[src/rtl/pa_fpu_pkg.sv]
`default_nettype none
// ============================================================================
// Module   : pa_fpu_pkg
// Brief    : Shared FPU writeback widths and result-source index constants.
// Revision : 1.0
// ============================================================================
package pa_fpu_pkg;

  localparam int FREG_W   = 5;
  localparam int FFLAG_W  = 5;

  localparam int SRC_FDSU = 0;
  localparam int SRC_EX2  = 1;
  localparam int SRC_EX3  = 2;
  localparam int SRC_EX4  = 3;

endpackage
`default_nettype wire

[src/rtl/pa_fpu_prio_arb.sv]
`default_nettype none
// ============================================================================
// Module   : pa_fpu_prio_arb
// Brief    : Fixed-priority pick (highest index wins) with a force-index override.
// Revision : 1.0
// ============================================================================
module pa_fpu_prio_arb #(
  parameter int N     = 4,
  parameter int IDX_W = $clog2(N)
) (
  input  logic [N-1:0]     i_req,
  input  logic             i_force_en,
  input  logic [IDX_W-1:0] i_force_idx,
  output logic [N-1:0]     o_grant_oh,
  output logic [IDX_W-1:0] o_idx,
  output logic             o_any
);

  localparam logic [N-1:0] C_ONE = N'(1);

  logic [IDX_W-1:0] w_idx;
  logic             w_any;

  always_comb begin
    w_idx = '0;
    w_any = |i_req;
    for (int i = 0; i < N; i++) begin
      if (i_req[i]) w_idx = IDX_W'(i);
    end
    if (i_force_en) begin
      w_idx = i_force_idx;
      w_any = 1'b1;
    end
  end

  assign o_idx      = w_idx;
  assign o_any      = w_any;
  assign o_grant_oh = w_any ? (C_ONE << w_idx) : '0;

endmodule
`default_nettype wire

[src/rtl/pa_fpu_wb_arb.sv]
`default_nettype none
// ============================================================================
// Module   : pa_fpu_wb_arb
// Brief    : N-source FPU result writeback arbiter with a one-entry registered
//            slot toward RTU and a starvation guard for the divide/sqrt source.
// Revision : 1.0
// ============================================================================
module pa_fpu_wb_arb
  import pa_fpu_pkg::*;
#(
  parameter int NSRC       = 4,
  parameter int FLEN       = 32,
  parameter int STARVE_MAX = 7
) (
  input  logic                    forever_cpuclk,
  input  logic                    cpurst_b,
  input  logic [NSRC-1:0]         src_req,
  input  logic [NSRC*FREG_W-1:0]  src_freg,
  input  logic [NSRC*FLEN-1:0]    src_data,
  input  logic [NSRC*FFLAG_W-1:0] src_fflags,
  output logic [NSRC-1:0]         src_grant,
  input  logic                    rtu_fpu_fgpr_wb_grant,
  output logic                    fpu_rtu_fgpr_wb_vld,
  output logic [FREG_W-1:0]       fpu_rtu_fgpr_wb_reg,
  output logic [FLEN-1:0]         fpu_rtu_fgpr_wb_data,
  output logic                    fpu_idu_fwd_vld,
  output logic [FREG_W-1:0]       fpu_idu_fwd_freg,
  output logic [FLEN-1:0]         fpu_idu_fwd_data,
  input  logic                    fpu_rtu_ex3_wb_fflags_vld,
  input  logic [FFLAG_W-1:0]      fpu_rtu_ex3_wb_fflags,
  input  logic                    rtu_fpu_ex3_wb_grant,
  output logic                    fpu_cp0_wb_fflags_updt,
  output logic [FFLAG_W-1:0]      fpu_cp0_wb_fflags
);

  localparam int               IDX_W        = $clog2(NSRC);
  localparam int               CNT_W        = $clog2(STARVE_MAX + 1);
  localparam logic [CNT_W-1:0] C_STARVE_MAX = CNT_W'(STARVE_MAX);

  logic                 r_slot_vld;
  logic [FREG_W-1:0]    r_slot_freg;
  logic [FLEN-1:0]      r_slot_data;
  logic [FFLAG_W-1:0]   r_slot_fflags;
  logic                 r_flt_updt;
  logic [FFLAG_W-1:0]   r_flt_fflags;
  logic [CNT_W-1:0]     r_starve_cnt;

  logic                 w_drain;
  logic                 w_slot_free;
  logic                 w_force;
  logic                 w_gate_en;
  logic                 w_load;
  logic                 w_int_updt;
  logic [NSRC-1:0]      w_pick_oh;
  logic [IDX_W-1:0]     w_pick_idx;
  logic                 w_pick_any;
  logic [FREG_W-1:0]    w_win_freg;
  logic [FLEN-1:0]      w_win_data;
  logic [FFLAG_W-1:0]   w_win_fflags;

  assign w_drain     = r_slot_vld & rtu_fpu_fgpr_wb_grant;
  assign w_slot_free = ~r_slot_vld | w_drain;
  assign w_force     = (r_starve_cnt == C_STARVE_MAX) & src_req[SRC_FDSU] & w_slot_free;

  pa_fpu_prio_arb #(
    .N     (NSRC),
    .IDX_W (IDX_W)
  ) u_prio_arb (
    .i_req       (src_req),
    .i_force_en  (w_force),
    .i_force_idx (IDX_W'(SRC_FDSU)),
    .o_grant_oh  (w_pick_oh),
    .o_idx       (w_pick_idx),
    .o_any       (w_pick_any)
  );

  assign src_grant = w_slot_free ? w_pick_oh : '0;
  assign w_load    = w_slot_free & w_pick_any;

  // One-hot select keeps every part-select index constant.
  always_comb begin
    w_win_freg   = '0;
    w_win_data   = '0;
    w_win_fflags = '0;
    for (int i = 0; i < NSRC; i++) begin
      if (w_pick_oh[i]) begin
        w_win_freg   = src_freg[i*FREG_W +: FREG_W];
        w_win_data   = src_data[i*FLEN +: FLEN];
        w_win_fflags = src_fflags[i*FFLAG_W +: FFLAG_W];
      end
    end
  end

  // Local clock-gate enable for the slot and float-fflags registers.
  assign w_gate_en = (|src_req) | r_slot_vld | r_flt_updt;

  always_ff @(posedge forever_cpuclk or negedge cpurst_b) begin
    if (!cpurst_b) begin
      r_slot_vld   <= 1'b0;
      r_flt_updt   <= 1'b0;
      r_flt_fflags <= '0;
    end else if (w_gate_en) begin
      if (w_load) begin
        r_slot_vld <= 1'b1;
      end else if (w_drain) begin
        r_slot_vld <= 1'b0;
      end
      r_flt_updt <= w_drain;
      if (w_drain) r_flt_fflags <= r_slot_fflags;
    end
  end

  always_ff @(posedge forever_cpuclk) begin
    if (w_load) begin
      r_slot_freg   <= w_win_freg;
      r_slot_data   <= w_win_data;
      r_slot_fflags <= w_win_fflags;
    end
  end

  // Kept outside the gated domain so a dropped source-0 request still clears it.
  always_ff @(posedge forever_cpuclk or negedge cpurst_b) begin
    if (!cpurst_b) begin
      r_starve_cnt <= '0;
    end else if (!src_req[SRC_FDSU] || src_grant[SRC_FDSU]) begin
      r_starve_cnt <= '0;
    end else if (w_load && (r_starve_cnt != C_STARVE_MAX)) begin
      r_starve_cnt <= r_starve_cnt + CNT_W'(1);
    end
  end

  assign fpu_rtu_fgpr_wb_vld  = r_slot_vld;
  assign fpu_rtu_fgpr_wb_reg  = r_slot_freg;
  assign fpu_rtu_fgpr_wb_data = r_slot_data;
  assign fpu_idu_fwd_vld      = r_slot_vld;
  assign fpu_idu_fwd_freg     = r_slot_freg;
  assign fpu_idu_fwd_data     = r_slot_data;

  assign w_int_updt             = rtu_fpu_ex3_wb_grant & fpu_rtu_ex3_wb_fflags_vld;
  assign fpu_cp0_wb_fflags_updt = w_int_updt | r_flt_updt;
  assign fpu_cp0_wb_fflags      = ({FFLAG_W{w_int_updt}} & fpu_rtu_ex3_wb_fflags)
                                | ({FFLAG_W{r_flt_updt}} & r_flt_fflags);

endmodule
`default_nettype wire

[config.mk]
export PLATFORM = sky130hd
export DESIGN_NAME = pa_fpu_wb_arb
export DESIGN_NICKNAME = d
export VERILOG_FILES = /design/src/rtl/pa_fpu_pkg.sv /design/src/rtl/pa_fpu_prio_arb.sv /design/src/rtl/pa_fpu_wb_arb.sv
export SDC_FILE = /design/constraint.sdc
export NUM_CORES = 1
export LEC_CHECK = 0
export ABC_AREA = 1
export CAP_MARGIN = 30
export CORE_MARGIN = 3
export CORE_UTILIZATION = 36
export CTS_CLUSTER_SIZE = 30
export DETAILED_ROUTE_END_ITERATION = 7
export PLACE_DENSITY_LB_ADDON = 0.05
export SYNTH_ARGS = -nofsm -noshare
export SYNTH_HDL_FRONTEND = slang
export SYNTH_SLANG_ARGS = --single-unit
[constraint.sdc]
create_clock -name forever_cpuclk -period 2.2 [get_ports forever_cpuclk]
set_input_delay 0.44 -clock forever_cpuclk [delete_from_list [all_inputs] [get_ports forever_cpuclk]]
set_output_delay 0.44 -clock forever_cpuclk [all_outputs]
set_load 0.01 [all_outputs]
==> results.sh <==
export IMPL_antenna_found_initial=0
export IMPL_wirelength_mm=14.7
export IMPL_firstDrtPassIters=4
export IMPL_root_buffer="clkbuf_8"
export IMPL_grtUsageMet1_pct=28.4
export IMPL_place_port_buffers=267
export IMPL_gr_total_overflow=0
export IMPL_diodes=0
export IMPL_timing_rr_end="r_slot_fflags[3]"
export IMPL_postRouteAntennaNets=0
export IMPL_avgSynthCellArea_sq_um=8.42
export IMPL_synth_cell_type_count=25
export IMPL_final_cell_mix="261 x clkdlybuf4s50_1, 147 x nand4_1, 72 x nand2_1"
export IMPL_final_cells=820
export IMPL_p_sw_share_pct=29.8
export IMPL_clockBufferDepth=2
export IMPL_area_growth_pct=70.6
export IMPL_intPower_mw=2.21
export IMPL_die_width_microns=110
export IMPL_power_net_switching_mw=0.937
export IMPL_power_frac_comb_pct=40.2
export IMPL_grt_usage_pct=23.5
export IMPL_fin_skew_ns=0.00904
export IMPL_syn_inst=459
export IMPL_grt_pass1_wl_mm=22.0
export IMPL_drive_gt1_share_pct=11.4
export IMPL_yosys_warnings=0
export IMPL_vias=4409
export IMPL_drc=0
export IMPL_path_class="reg2out"
export IMPL_rsz0062_at_grt="true"
export IMPL_placed_cell_area_sq_um=6410
export IMPL_final_common_cell="clkdlybuf4s50_1"
export IMPL_syn_area_sq_um=3870
export IMPL_die_area_sq_um=12000
export IMPL_place_hpwl_mm=10.9
export IMPL_crit_fanout=5
export IMPL_start_util_pct=37.3
export IMPL_reg2reg_depth=11
export IMPL_viasPerCell=5.38
export IMPL_reg2reg_from="r_starve_cnt[0]"
export IMPL_clkTransAtPathRegs_ns=0.10
export IMPL_required_ns=1.76
export IMPL_drv_cap=0
export IMPL_peakVddDrop_uv=272
export IMPL_num_io_pins=268
export IMPL_sequentialPowerShare_pct=41.3
export IMPL_final_area_sq_um=6600
export IMPL_power_leakage_nw=2.65
export IMPL_final_core_util_pct=63.6
export IMPL_fin_crit_ns=2.15
export IMPL_r2r_slack_ns=0.13
export IMPL_status="complete, no violations"
export IMPL_p_per_area_nw_per_um2=477
export IMPL_cts_tree="yes"
export IMPL_hold_viol=0
export IMPL_place_inst=805
export IMPL_synth_net_count=643
export IMPL_clock_latency_ns=0.31
export IMPL_place_gp_congestion=0.835
export IMPL_max_freq_ghz=0.465
export IMPL_cts_made_buffers=5
export IMPL_core_area_sq_um=10400
export IMPL_htree_levels=2
export IMPL_dr_first_iter_drc_count=270
export IMPL_grt_pass1_vias=4392
export IMPL_worstSetupStartpointType="flip-flop"
export IMPL_synth_seq_cells=52
export IMPL_cp_data_arrival_time_ns=1.71
export IMPL_cts_sinks=52
export IMPL_maxSlewHeadroom_pct=64.9
export IMPL_pwr_share_clk_pct=18.5
export IMPL_num_nets_final=867
export IMPL_met3_usage_pct=4.76
export IMPL_slew_viol_final=0
export IMPL_hold_class="in2async"
export IMPL_hold_buffers=0
export IMPL_grt_max_degree=85
export IMPL_end_kind="output pin"
export IMPL_setup_viol=0
export IMPL_die_h_microns=110
export IMPL_grt_busiest_layer="met2"
export IMPL_row_count=37
export IMPL_tightest_slew_ns=0.526
export IMPL_post_drt_wl_per_cell_microns=17.9
export IMPL_finalCritPeriodShare_pct=97.8
export IMPL_seq_area_frac_synth_pct=39.1
export IMPL_use_met2_pct=41.8
sequential cells by signal (all words and copies together) (netlist names):
signal	flops
r_starve_cnt	3
fpu_idu_fwd_vld	1
fpu_idu_fwd_freg	5
r_slot_fflags	5
r_flt_updt	1
r_flt_fflags	5
fpu_idu_fwd_data	32
synthesized netlist by cell type (all sizes together):
cell type | n | area [sq um]
inv | 38 | 143
nand4 | 147 | 920
edfxtp | 42 | 1260
nand3b | 1 | 7.51
nand2 | 81 | 355
xor2 | 1 | 8.76
a21o | 1 | 7.51
clkbuf | 6 | 22.5
nand3 | 42 | 260
dfrtp | 10 | 250
ha | 2 | 25.0
nor3b | 1 | 7.51
buf | 76 | 523
a32o | 5 | 50.1
nor2 | 6 | 25.0
power by group through the flow:
stage	combinational, mW	sequential (mW)	clock, mW
after floorplan	0.502	1.34	0
after global placement	1.24	1.32	0
after detailed placement	1.26	1.32	0
after CTS	1.27	1.30	0.596
after global routing	1.37	1.31	0.644
final	1.27	1.30	0.584
cell families (layout without fill, tap and decap cells):
kind of cell               Yosys count  in the layout  share of synthesized area (%)
xor gates and xnor gates             1              1                          0.227
and+or+nand+nor                    278            278                           40.7
DFF                                 52             52                           39.1
AOI/OAI and AO/OA                    6              6                           1.49
adders and majority gates            2              2                          0.647
buffers and inverters              120            345                           17.8
repair_timing:
action | 4_1_cts | 5_1_grt
setup buffers | 3 | 4
resized for setup | 19 | 11
pin swaps | 3 | 4
setup endpoints to repair | 4 | 53
routing by layer:
layer	up-vias	wire length, microns
met3	21	1160
met2	200	7560
met4	0	284
li1	2110	-
met1	2078	5670
met5	-	0
how the worst max path moves through the flow:
| stage | slack [ns] | cells past startpoint | end | from |
|---|---|---|---|---|
| final | 0.05 | 8 | src_grant[2] | r_starve_cnt[0] |
| after global routing | -0.06 | 12 | src_grant[1] | r_starve_cnt[0] |
| after CTS | 0.003 | 9 | src_grant[0] | r_starve_cnt[0] |
| after detailed placement | -0.33 | 7 | src_grant[2] | rtu_fpu_fgpr_wb_grant |
| after global placement | -0.28 | 6 | src_grant[2] | src_req[2] |
| after floorplan | 0.22 | 8 | src_grant[2] | r_starve_cnt[0] |
per-stage QoR:
step | worst slack, ns | hold slack, ns | TNS (ns) | power (mW)
finish | 0.0477 | 0.447 | 0 | 3.15
global route | -0.0573 | 0.472 | -0.0979 | 3.32
CTS | 0.00320 | 0.455 | 0 | 3.16
detailed placement | -0.327 | 0.435 | -12.74 | 2.58
global placement | -0.278 | 0.425 | -10.49 | 2.56
floorplan | 0.216 | 0.144 | 0 | 1.85
area by class of cell:
cell class                      instances  area (sq um)
Clock buffer                            5          68.8
Fill cell                             864          3770
Timing Repair Buffer                  299          2980
Sequential cell                        52          1510
Clock inverter                          3          26.3
Tap cell                              136           170
Inverter                               38           145
Multi-Input combinational cell        287          1700
worst max-delay path: stages, from the launching register on:
cell and delay (ns):
dfrtp_1 0.40, ha_2 0.21, ha_4 0.17, nand2_4 0.06
inv_4 0.05, nand2_8 0.08, nand2_4 0.07, nor3b_2 0.19
buf_2 0.17
No activity file was read; power rests on OpenSTA's default activity.
